[src/rtl/dlsc_pcie_s6_inbound_write_core.sv]
// rtl/dlsc_pcie_s6_inbound_write_core.sv - inbound PCIe MWr TLPs to AXI write bursts
// Header FSM splits each TLP into boundary-aligned AW bursts; W data passes straight through.
module dlsc_pcie_s6_inbound_write_core #(
  parameter int ADDR = 32,
  parameter int LEN  = 4,
  parameter int MOT  = 16
) (
  input  logic            clk,
  input  logic            rst,
  output logic            tlp_h_ready,
  input  logic            tlp_h_valid,
  input  logic [ADDR-3:0] tlp_h_addr,
  input  logic [9:0]      tlp_h_len,
  input  logic [3:0]      tlp_h_be_first,
  input  logic [3:0]      tlp_h_be_last,
  output logic            tlp_d_ready,
  input  logic            tlp_d_valid,
  input  logic [31:0]     tlp_d_data,
  input  logic            axi_aw_ready,
  output logic            axi_aw_valid,
  output logic [ADDR-1:0] axi_aw_addr,
  output logic [LEN-1:0]  axi_aw_len,
  input  logic            axi_w_ready,
  output logic            axi_w_valid,
  output logic            axi_w_last,
  output logic [3:0]      axi_w_strb,
  output logic [31:0]     axi_w_data,
  output logic            axi_b_ready,
  input  logic            axi_b_valid,
  input  logic [1:0]      axi_b_resp,
  output logic            err,
  output logic            idle
);

  localparam int OW = $clog2(MOT + 1);
  localparam logic [0:0] ST_IDLE  = 1'b0;
  localparam logic [0:0] ST_SPLIT = 1'b1;

  logic [0:0]      state_q, state_d;
  logic [ADDR-3:0] addr_q, addr_d;
  logic [10:0]     rem_q, rem_d;
  logic [3:0]      bef_q, bef_d, bel_q, bel_d;
  logic            first_q, first_d;
  logic            aw_valid_q, aw_valid_d;
  logic [OW-1:0]   out_q, out_d;
  logic            err_q, err_d;
  logic [1:0]      wr_q, rd_q;
  logic [2:0]      cnt_q, cnt_d;
  logic [LEN-1:0]  beat_q;

  logic [LEN-1:0]  q_len   [4];
  logic            q_first [4];
  logic            q_last  [4];
  logic [3:0]      q_bef   [4];
  logic [3:0]      q_bel   [4];

  logic [10:0] room, beats;
  logic        aw_hs, w_hs, w_active, w_last, last_burst, push, pop;

  // Beats left before the next 2^LEN-beat boundary, clipped to what the TLP still needs.
  assign room       = 11'(2 ** LEN) - 11'(addr_q[LEN-1:0]);
  assign beats      = (rem_q < room) ? rem_q : room;
  assign last_burst = (beats == rem_q);
  assign aw_hs      = aw_valid_q && axi_aw_ready;
  assign w_active   = (cnt_q != 3'd0);
  assign w_last     = w_active && (beat_q == q_len[rd_q]);
  assign w_hs       = tlp_d_valid && axi_w_ready && w_active;
  assign push       = aw_hs;
  assign pop        = w_hs && w_last;

  always_comb begin
    state_d = state_q;
    addr_d  = addr_q;
    rem_d   = rem_q;
    bef_d   = bef_q;
    bel_d   = bel_q;
    first_d = first_q;
    if (state_q == ST_IDLE) begin
      if (tlp_h_valid) begin
        state_d = ST_SPLIT;
        addr_d  = tlp_h_addr;
        rem_d   = {(tlp_h_len == 10'd0), tlp_h_len};
        bef_d   = tlp_h_be_first;
        bel_d   = tlp_h_be_last;
        first_d = 1'b1;
      end
    end else if (aw_hs) begin
      addr_d  = addr_q + (ADDR-2)'(beats);
      rem_d   = rem_q - beats;
      first_d = 1'b0;
      if (last_burst) state_d = ST_IDLE;
    end

    out_d = out_q;
    if (aw_hs && !axi_b_valid) out_d = out_q + OW'(1);
    else if (!aw_hs && axi_b_valid && out_q != '0) out_d = out_q - OW'(1);

    cnt_d = cnt_q;
    if (push && !pop) cnt_d = cnt_q + 3'd1;
    else if (!push && pop) cnt_d = cnt_q - 3'd1;

    // Evaluated on next-cycle values so a registered valid never has to be retracted.
    aw_valid_d = (state_d == ST_SPLIT) && (out_d < OW'(MOT)) && (cnt_d < 3'd4);
    err_d      = axi_b_valid && (axi_b_resp != 2'b00);
  end

  always_ff @(posedge clk or negedge rst) begin
    if (!rst) begin
      state_q    <= ST_IDLE;
      addr_q     <= '0;
      rem_q      <= '0;
      bef_q      <= '0;
      bel_q      <= '0;
      first_q    <= 1'b0;
      aw_valid_q <= 1'b0;
      out_q      <= '0;
      err_q      <= 1'b0;
      wr_q       <= '0;
      rd_q       <= '0;
      cnt_q      <= '0;
      beat_q     <= '0;
    end else begin
      state_q    <= state_d;
      addr_q     <= addr_d;
      rem_q      <= rem_d;
      bef_q      <= bef_d;
      bel_q      <= bel_d;
      first_q    <= first_d;
      aw_valid_q <= aw_valid_d;
      out_q      <= out_d;
      err_q      <= err_d;
      cnt_q      <= cnt_d;
      if (push) wr_q <= wr_q + 2'd1;
      if (pop) rd_q <= rd_q + 2'd1;
      if (pop) beat_q <= '0;
      else if (w_hs) beat_q <= beat_q + LEN'(1);
    end
  end

  always_ff @(posedge clk) begin
    if (push) begin
      q_len[wr_q]   <= LEN'(beats - 11'd1);
      q_first[wr_q] <= first_q;
      q_last[wr_q]  <= last_burst;
      q_bef[wr_q]   <= bef_q;
      q_bel[wr_q]   <= bel_q;
    end
  end

  assert property (@(posedge clk) disable iff (!rst) !(axi_b_valid && out_q == '0));

  assign tlp_h_ready  = (state_q == ST_IDLE);
  assign axi_aw_valid = aw_valid_q;
  assign axi_aw_addr  = {addr_q, 2'b00};
  assign axi_aw_len   = LEN'(beats - 11'd1);
  assign axi_w_valid  = tlp_d_valid && w_active;
  assign tlp_d_ready  = axi_w_ready && w_active;
  assign axi_w_last   = w_last;
  assign axi_w_data   = tlp_d_data;
  // A single-dword TLP takes be_first, so the first-beat rule is checked first.
  assign axi_w_strb   = (q_first[rd_q] && beat_q == '0) ? q_bef[rd_q] :
                        (q_last[rd_q] && w_last)        ? q_bel[rd_q] : 4'hF;
  assign axi_b_ready  = 1'b1;
  assign err          = err_q;
  assign idle         = (state_q == ST_IDLE) && (cnt_q == 3'd0) && (out_q == '0);

endmodule

[config.mk]
export PLATFORM = sky130hd
export DESIGN_NAME = dlsc_pcie_s6_inbound_write_core
export DESIGN_NICKNAME = d
export VERILOG_FILES = /design/src/rtl/dlsc_pcie_s6_inbound_write_core.sv
export SDC_FILE = /design/constraint.sdc
export NUM_CORES = 1
export LEC_CHECK = 0
export ABC_AREA = 1
export BUFFER_PORTS_ARGS = -buffer_cell sky130_fd_sc_hd__buf_2
export CAP_MARGIN = 20
export CORE_MARGIN = 1.5
export CORE_UTILIZATION = 56
export DETAILED_ROUTE_END_ITERATION = 6
export PLACE_DENSITY = 0.82
export SLEW_MARGIN = 20
export SYNTH_ARGS = -nofsm -noshare
export SYNTH_HDL_FRONTEND = slang
export SYNTH_SLANG_ARGS = --single-unit
[constraint.sdc]
create_clock -name clk -period 3.9 [get_ports clk]
set_input_delay 0.39 -clock clk [delete_from_list [all_inputs] [get_ports clk]]
set_output_delay 0.39 -clock clk [all_outputs]
set_load 0.005 [all_outputs]
; ---- Yosys cells after proc, flatten, opt, wreduce, memory -nomap -nowiden
; Memories as Yosys holds them, arrays and structs flattened.
; Cells that the tools add are included.
[op_classes]
order_cmp = 3
bitwise_logic = 1
addsub = 11
muxes = 24
eq_ne = 3
n_reduce_logical = 33
[ops]
columns = operator, n
row1 = $mux W30, 3
row2 = $mux W11, 4
row3 = $add A30 B11 Y30, 1
row4 = $logic_and A1 B1 Y1, 19
row5 = $mux W4, 4
row6 = $eq A11 B11 Y1, 1
row7 = $lt A11 B11 Y1, 1
row8 = $sub A11 B11 Y11, 1
row9 = $logic_not A10 Y1, 1
row10 = $mux W5, 2
row11 = $mux W1, 9
row12 = $mux W3, 2
row13 = $reduce_bool A2 Y1, 3
row14 = $sub A5 B4 Y6 const A, 1
row15 = $add A5 B1 Y5 const B, 1
row16 = $logic_not A5 Y1, 1
row17 = $lt A5 B5 Y1 const B, 1
row18 = $reduce_bool A5 Y1, 1
row19 = $sub A5 B1 Y5 const B, 1
row20 = $add A2 B1 Y2 const B, 2
row21 = $add A4 B1 Y4 const B, 1
row22 = $eq A4 B4 Y1, 1
row23 = $logic_not A4 Y1, 1
row24 = $reduce_and A2 Y1, 2
row25 = 9 further kinds, 11
[word_totals]
regBits = 69
elab_cells = 93
ram_bits = 56
n_memories = 5
[memory_table]
columns = name, depth, word_bits, rd, rd_ports_with_merged_regs, write_ports, line_no
row1 = q_bef, 4, 4, 1, 0, 1, 54  ; logic [3:0] q_bef [4];
row2 = q_bel, 4, 4, 1, 0, 1, 55  ; logic [3:0] q_bel [4];
row3 = q_len, 4, 4, 1, 0, 1, 51  ; logic [LEN-1:0] q_len [4];
row4 = q_first, 4, 1, 1, 0, 1, 52  ; logic q_first [4];
row5 = q_last, 4, 1, 1, 0, 1, 53  ; logic q_last [4];

; ---- Depth between registers and ports, before layout
[logic_depth]
word_depth = 9
ltp_mapped = 25
mapped_depth_nobuf = 25

; ---- Worst setup path after synthesis
; OpenSTA, ideal clock, no wires.
[synth_path]
kind = reg-to-reg
from = reg addr_q[0]
to = reg addr_q[20]
stages_incl_launch_ff = 26
t_arrival_ns = 3.247
n_path_buf = 0
slack_ns = 0.522
setup_ns = 0.131
path_cell_list = dfrtp_1 -> inv_1 -> ha_1 -> xnor2_1 -> inv_1 -> ha_1 -> a21oi_1 -> nand2_1 -> nand3_1 -> nand2_1 -> nand2_1 -> nand2_1 -> inv_1 -> ha_1 -> inv_1 -> fa_1 -> inv_1 -> nand3_1 -> nand3_1 -> nand2_1 -> nand3_2 -> nand2_1 -> nand2_1 -> nand3_1 -> nand2_1 -> o21ai_0
[synth_between]
elab_chain_len = 6
[synth_lines]
columns = item, line_no
row1 = from (decl), 40  ; logic [ADDR-3:0] addr_q, addr_d;
row2 = from (signal assigned), 124  ; addr_q <= addr_d;
row3 = $sub A5 B4 Y6, 61  ; assign room = 11'(2 ** LEN) - 11'(addr_q[LEN-1:0]);
row4 = $lt A11 B11 Y1, 62  ; assign beats = (rem_q < room) ? rem_q : room;
row5 = $mux W11, 62
row6 = $add A30 B11 Y30 *, 88  ; addr_d = addr_q + (ADDR-2)'(beats);
row7 = $mux W30 *, 87  ; end else if (aw_hs) begin
row8 = $mux W30 *, 78  ; if (state_q == ST_IDLE) begin
; Mark *: on every way between the ends. The rest lies on a longest branch, timed or not. The select of a mux whose other input is x is not followed.
; A chain may end at the register's enable or synchronous reset.

; ---- Final worst setup path
[layout_path]
from = reg addr_q[0]
to = reg addr_q[15]
; Same word-level chain as after synthesis.

==> flow_metrics.py <==
metrics = {
    "floorplanning": {
        "horizontal_die_dimension_microns": 123,
        "die_height_microns": 123,
        "core_region_sq_um": 13900,
        "initial_core_util": 0.575,
        "die_footprint_sq_um": 15000,
        "ios": 169,
        "row_count": 43,
    },
    "setup_path": {
        "timing.critical_path.to_type": "register",
        "arrival_ps": 4010,
        "timing.critical_path.from_type": "register",
        "critical_path_peak_fanout": 6,
        "path_class": "reg2reg",
        "critical_path.reg2reg.startpoint": "addr_q[0]",
        "reg2reg_setup_slack_ps": 210,
        "worstRegToRegCells": 21,
        "critical_path.reg2reg.endpoint": "addr_q[15]",
        "required_time_at_the_endpoint_of_the_critical_path_ps": 4220,
        "cp_common_cell": "sky130_fd_sc_hd__nand2_1",
        "delay_contributed_by_the_slowest_stage_of_the_critical_path_ps": 400,
        "timing.critical_path.buf_inv": 3,
        "cpMaxStageDelayCell": "sky130_fd_sc_hd__dfrtp_1",
        "worstPathCellList": "inv_1 -> ha_1 -> xnor2_1 -> inv_1 -> ha_1 -> nand3_1 -> nand2_1 -> nand3_2 -> nand2_2 -> nand2_1 -> nand2_1 -> inv_1 -> ha_1 -> or2_1 -> and2_1 -> nand3_1 -> nand3_1 -> nand3b_1 -> nand3_1 -> nand2_1 -> nand2_1",
        "family_with_the_most_delay_on_the_worst_path": "simple AND/OR/NAND/NOR gates",
    },
    "placement": {
        "io_buffer_count": 101,
        "final_estimated_routing_congestion_in_global_placement": 0.925,
        "place.detailed.hpwl_microns": 13700,
        "post-place-ws_ps": 242,
    },
    "layout": {
        "post_route_cells_drive_above_1_share": 0.164,
        "final_net_count": 1237,
        "diodes": 0,
        "fillCellCount": 1152,
        "most_common_cell_after_layout_fill_and_taps_aside": "sky130_fd_sc_hd__nand2_1",
        "layout_common_cells": "279 x sky130_fd_sc_hd__nand2_1, 123 x sky130_fd_sc_hd__inv_1, 108 x sky130_fd_sc_hd__nor2_1, 101 x sky130_fd_sc_hd__buf_2, 82 x sky130_fd_sc_hd__nand3_1",
        "layout_area_overhead_pct": 13.4,
        "final_core_utilization": 0.652,
    },
    "logic_synthesis": {
        "dominant_combinational_cell_family_by_area_after_synthesis": "simple AND/OR/NAND/NOR gates",
        "ys.flop_type": "sky130_fd_sc_hd__dfrtp_1",
        "number_of_cells_produced_by_synthesis": 1033,
        "yosys.area.top_type": "sky130_fd_sc_hd__dfrtp_1",
        "mappedNetlistArea_sq_um": 8020,
        "synth-edff-count": 56,
        "post_synth_mux_area_share": 0.0112,
        "post_synthesis_cell_type_count": 44,
        "synthXorXnorAreaFrac": 0.0229,
        "seq_area_frac_synth": 0.425,
        "synth_adder_area_share": 0.0596,
        "synth_seq_cells": 125,
        "synth_compound_area_frac": 0.0790,
        "synth_top_cell_area_share": 0.215,
        "postSynth.asyncResetShare": 0.552,
        "synthTopCellsByArea": "sky130_fd_sc_hd__dfrtp_1 22%, sky130_fd_sc_hd__edfxtp_1 21%, sky130_fd_sc_hd__nand2_1 13%",
        "avgSynthCellArea_sq_um": 7.76,
        "synth-warning-count": 0,
        "synth-simple-area-share": 0.292,
    },
    "run_status": {
        "outcome": "finished clean",
    },
    "detailed_routing": {
        "met2_length_microns": 9750,
        "drtAntennaViolNets": 0,
        "route.detailed.drc": 0,
        "avgViaCountPerCell": 5.46,
        "met3_layer_wire_length_in_the_routed_design_microns": 1300,
        "highest-signal-layer": "met4",
        "routedLengthMet1_microns": 8030,
        "dr.first_iter.drc_count": 519,
        "route.final.wire_length_microns": 19600,
        "detail_route.wl_per_cell_microns": 15.0,
        "route.vias.total": 7117,
        "firstDrtPassIters": 6,
    },
    "global_routing": {
        "grt.overflow.total": 0,
        "track_usage": 0.278,
        "grt_antenna_before_repair": 0,
        "pin_count_of_the_biggest_net_entering_global_routing": 66,
        "first_global_vias": 6864,
        "grt_pass1_wl_microns": 32300,
    },
    "clocking": {
        "tritoncts": "done",
        "htree_num_levels": 4,
        "clock_sinks": 125,
        "worst_skew_pair.late_latency_ps": 430,
        "clockBufferDepth": 2,
        "cts-hold-fix-buffers": 0,
        "clk_root_buffer_cell": "sky130_fd_sc_hd__clkbuf_16",
        "cts_made_buffers": 17,
        "cts.reportedPaths.clkPinSlew_ps": 60,
    },
    "power_and_ir_drop": {
        "switching_share": 0.447,
        "vdd.ir_drop.worst_mv": 0.421,
        "comb_power_share": 0.501,
        "p_clk_frac": 0.205,
        "p_leak_nw": 4.48,
        "p_seq_frac": 0.294,
        "power_switching_mw": 3.37,
        "pwr_density_cell_nw_per_um2": 830,
        "p_int_mw": 4.17,
    },
    "timing": {
        "timing.final.max_slew_violations": 0,
        "timing.final.crit_share": 0.947,
        "min_period_ps": 3690,
        "final.setup_skew_ps": 10.8,
        "max_slew.worst_pin.slew_ps": 890,
        "timing.fmax_mhz": 271,
        "fin_setup_tns_ps": 0,
        "setup_viol_count_final": 0,
        "hold_violations": 0,
        "slew_headroom": 0.407,
        "timing.final.ws_setup_ps": 205,
    },
    "min_path": {
        "timing.hold.worst.class": "in2async",
    },
    "job": {
        "max_cap_viol_count": 0,
    },
}
## logic make-up (layout without fill, tap and decap cells)
| kind of cell | count (synthesis) | after routing |
|---|---|---|
| flip-flops | 125 | 125 |
| other | 2 | 9 |
| buffers and inverters | 189 | 273 |
| adder cells (fa/ha/maj) | 37 | 37 |
| AO/OA/AOI/OAI | 112 | 112 |
| multiplexers | 8 | 8 |
| AND/OR/NAND/NOR | 539 | 539 |
| XOR/XNOR | 21 | 21 |
## through the flow
step | power (mW) | instances | area (sq um) | hold slack (ps)
after floorplan | 4.85 | 1040 | 8040 | 94.4
after global placement | 5.75 | 1272 | 8470 | 494
after detailed placement | 5.86 | 1272 | 8470 | 503
after CTS | 7.44 | 1304 | 9050 | 123
after global routing | 8.17 | 1304 | 9090 | 166
final | 7.54 | 1304 | 9090 | 89.5
## repair_timing
action | in CTS | in global routing
gates resized for setup | 0 | 11
setup buffers | 0 | 0
endpoints found under the setup margin | 0 | 27
## power groups by stage
stage / Sequential (mW) / Combinational, mW / Clock (mW)
after CTS: 2.21 / 3.68 / 1.56
after floorplan: 2.14 / 2.71 / 0
after global placement: 2.21 / 3.54 / 0
after detailed placement: 2.22 / 3.64 / 0
final: 2.22 / 3.78 / 1.55
after global routing: 2.27 / 4.28 / 1.62
## synth_stat cells, drive strengths merged, types with 11 or more instances
library cell and n:
nand3b 11, edfxtp 56, buf 53, nand3 90, dfrtp 69, nand4 14, ha 35, a21oi 24
nor3 15, nand2 288, xor2 17, nor2 110, o21ai 65, inv 128
## how the worst max path moves through the flow
stage,startpoint,to,slack (ps),depth (start not counted)
2_1_floorplan,addr_q[0],addr_q[20],520,25
3_3_place_gp,addr_q[1],addr_q[15],360,21
3_5_place_dp,addr_q[1],addr_q[28],240,24
4_1_cts,addr_q[1],axi_aw_len[2],60,13
5_1_grt,addr_q[0],addr_q[11],-30,21
6_report,addr_q[0],addr_q[15],210,21
## flip-flops by register name, summed over array words and instances (netlist names)
| register | flops |
|---|---|
| q_bef | 16 |
| q_bel | 16 |
| cnt_q | 3 |
| first_q | 1 |
| addr_q | 30 |
| state_q | 1 |
| rem_q | 11 |
| rd_q | 2 |
| q_len | 16 |
| beat_q | 4 |
| out_q | 5 |
| q_first | 4 |
| wr_q | 2 |
| err | 1 |
| axi_aw_valid | 1 |
| q_last | 4 |
| bel_q | 4 |
| bef_q | 4 |
## final cells by class
class	count	area [sq um]	share of cell area
Timing Repair Buffer	113	596	0.0655
Clock inverter	13	143	0.0157
Tap cell	180	225	0.0248
Clock buffer	19	433	0.0476
Inverter	128	480	0.0528
Multi-Input combinational cell	726	3800	0.419
Sequential cell	125	3410	0.375
## layer usage
layer,GRT usage,vias to the layer above
li1,-,3484
met1,0.338,3282
met2,0.478,303
met3,0.0627,48
met4,0.110,0
met5,0,-
Power figures use the tool's default switching activity.
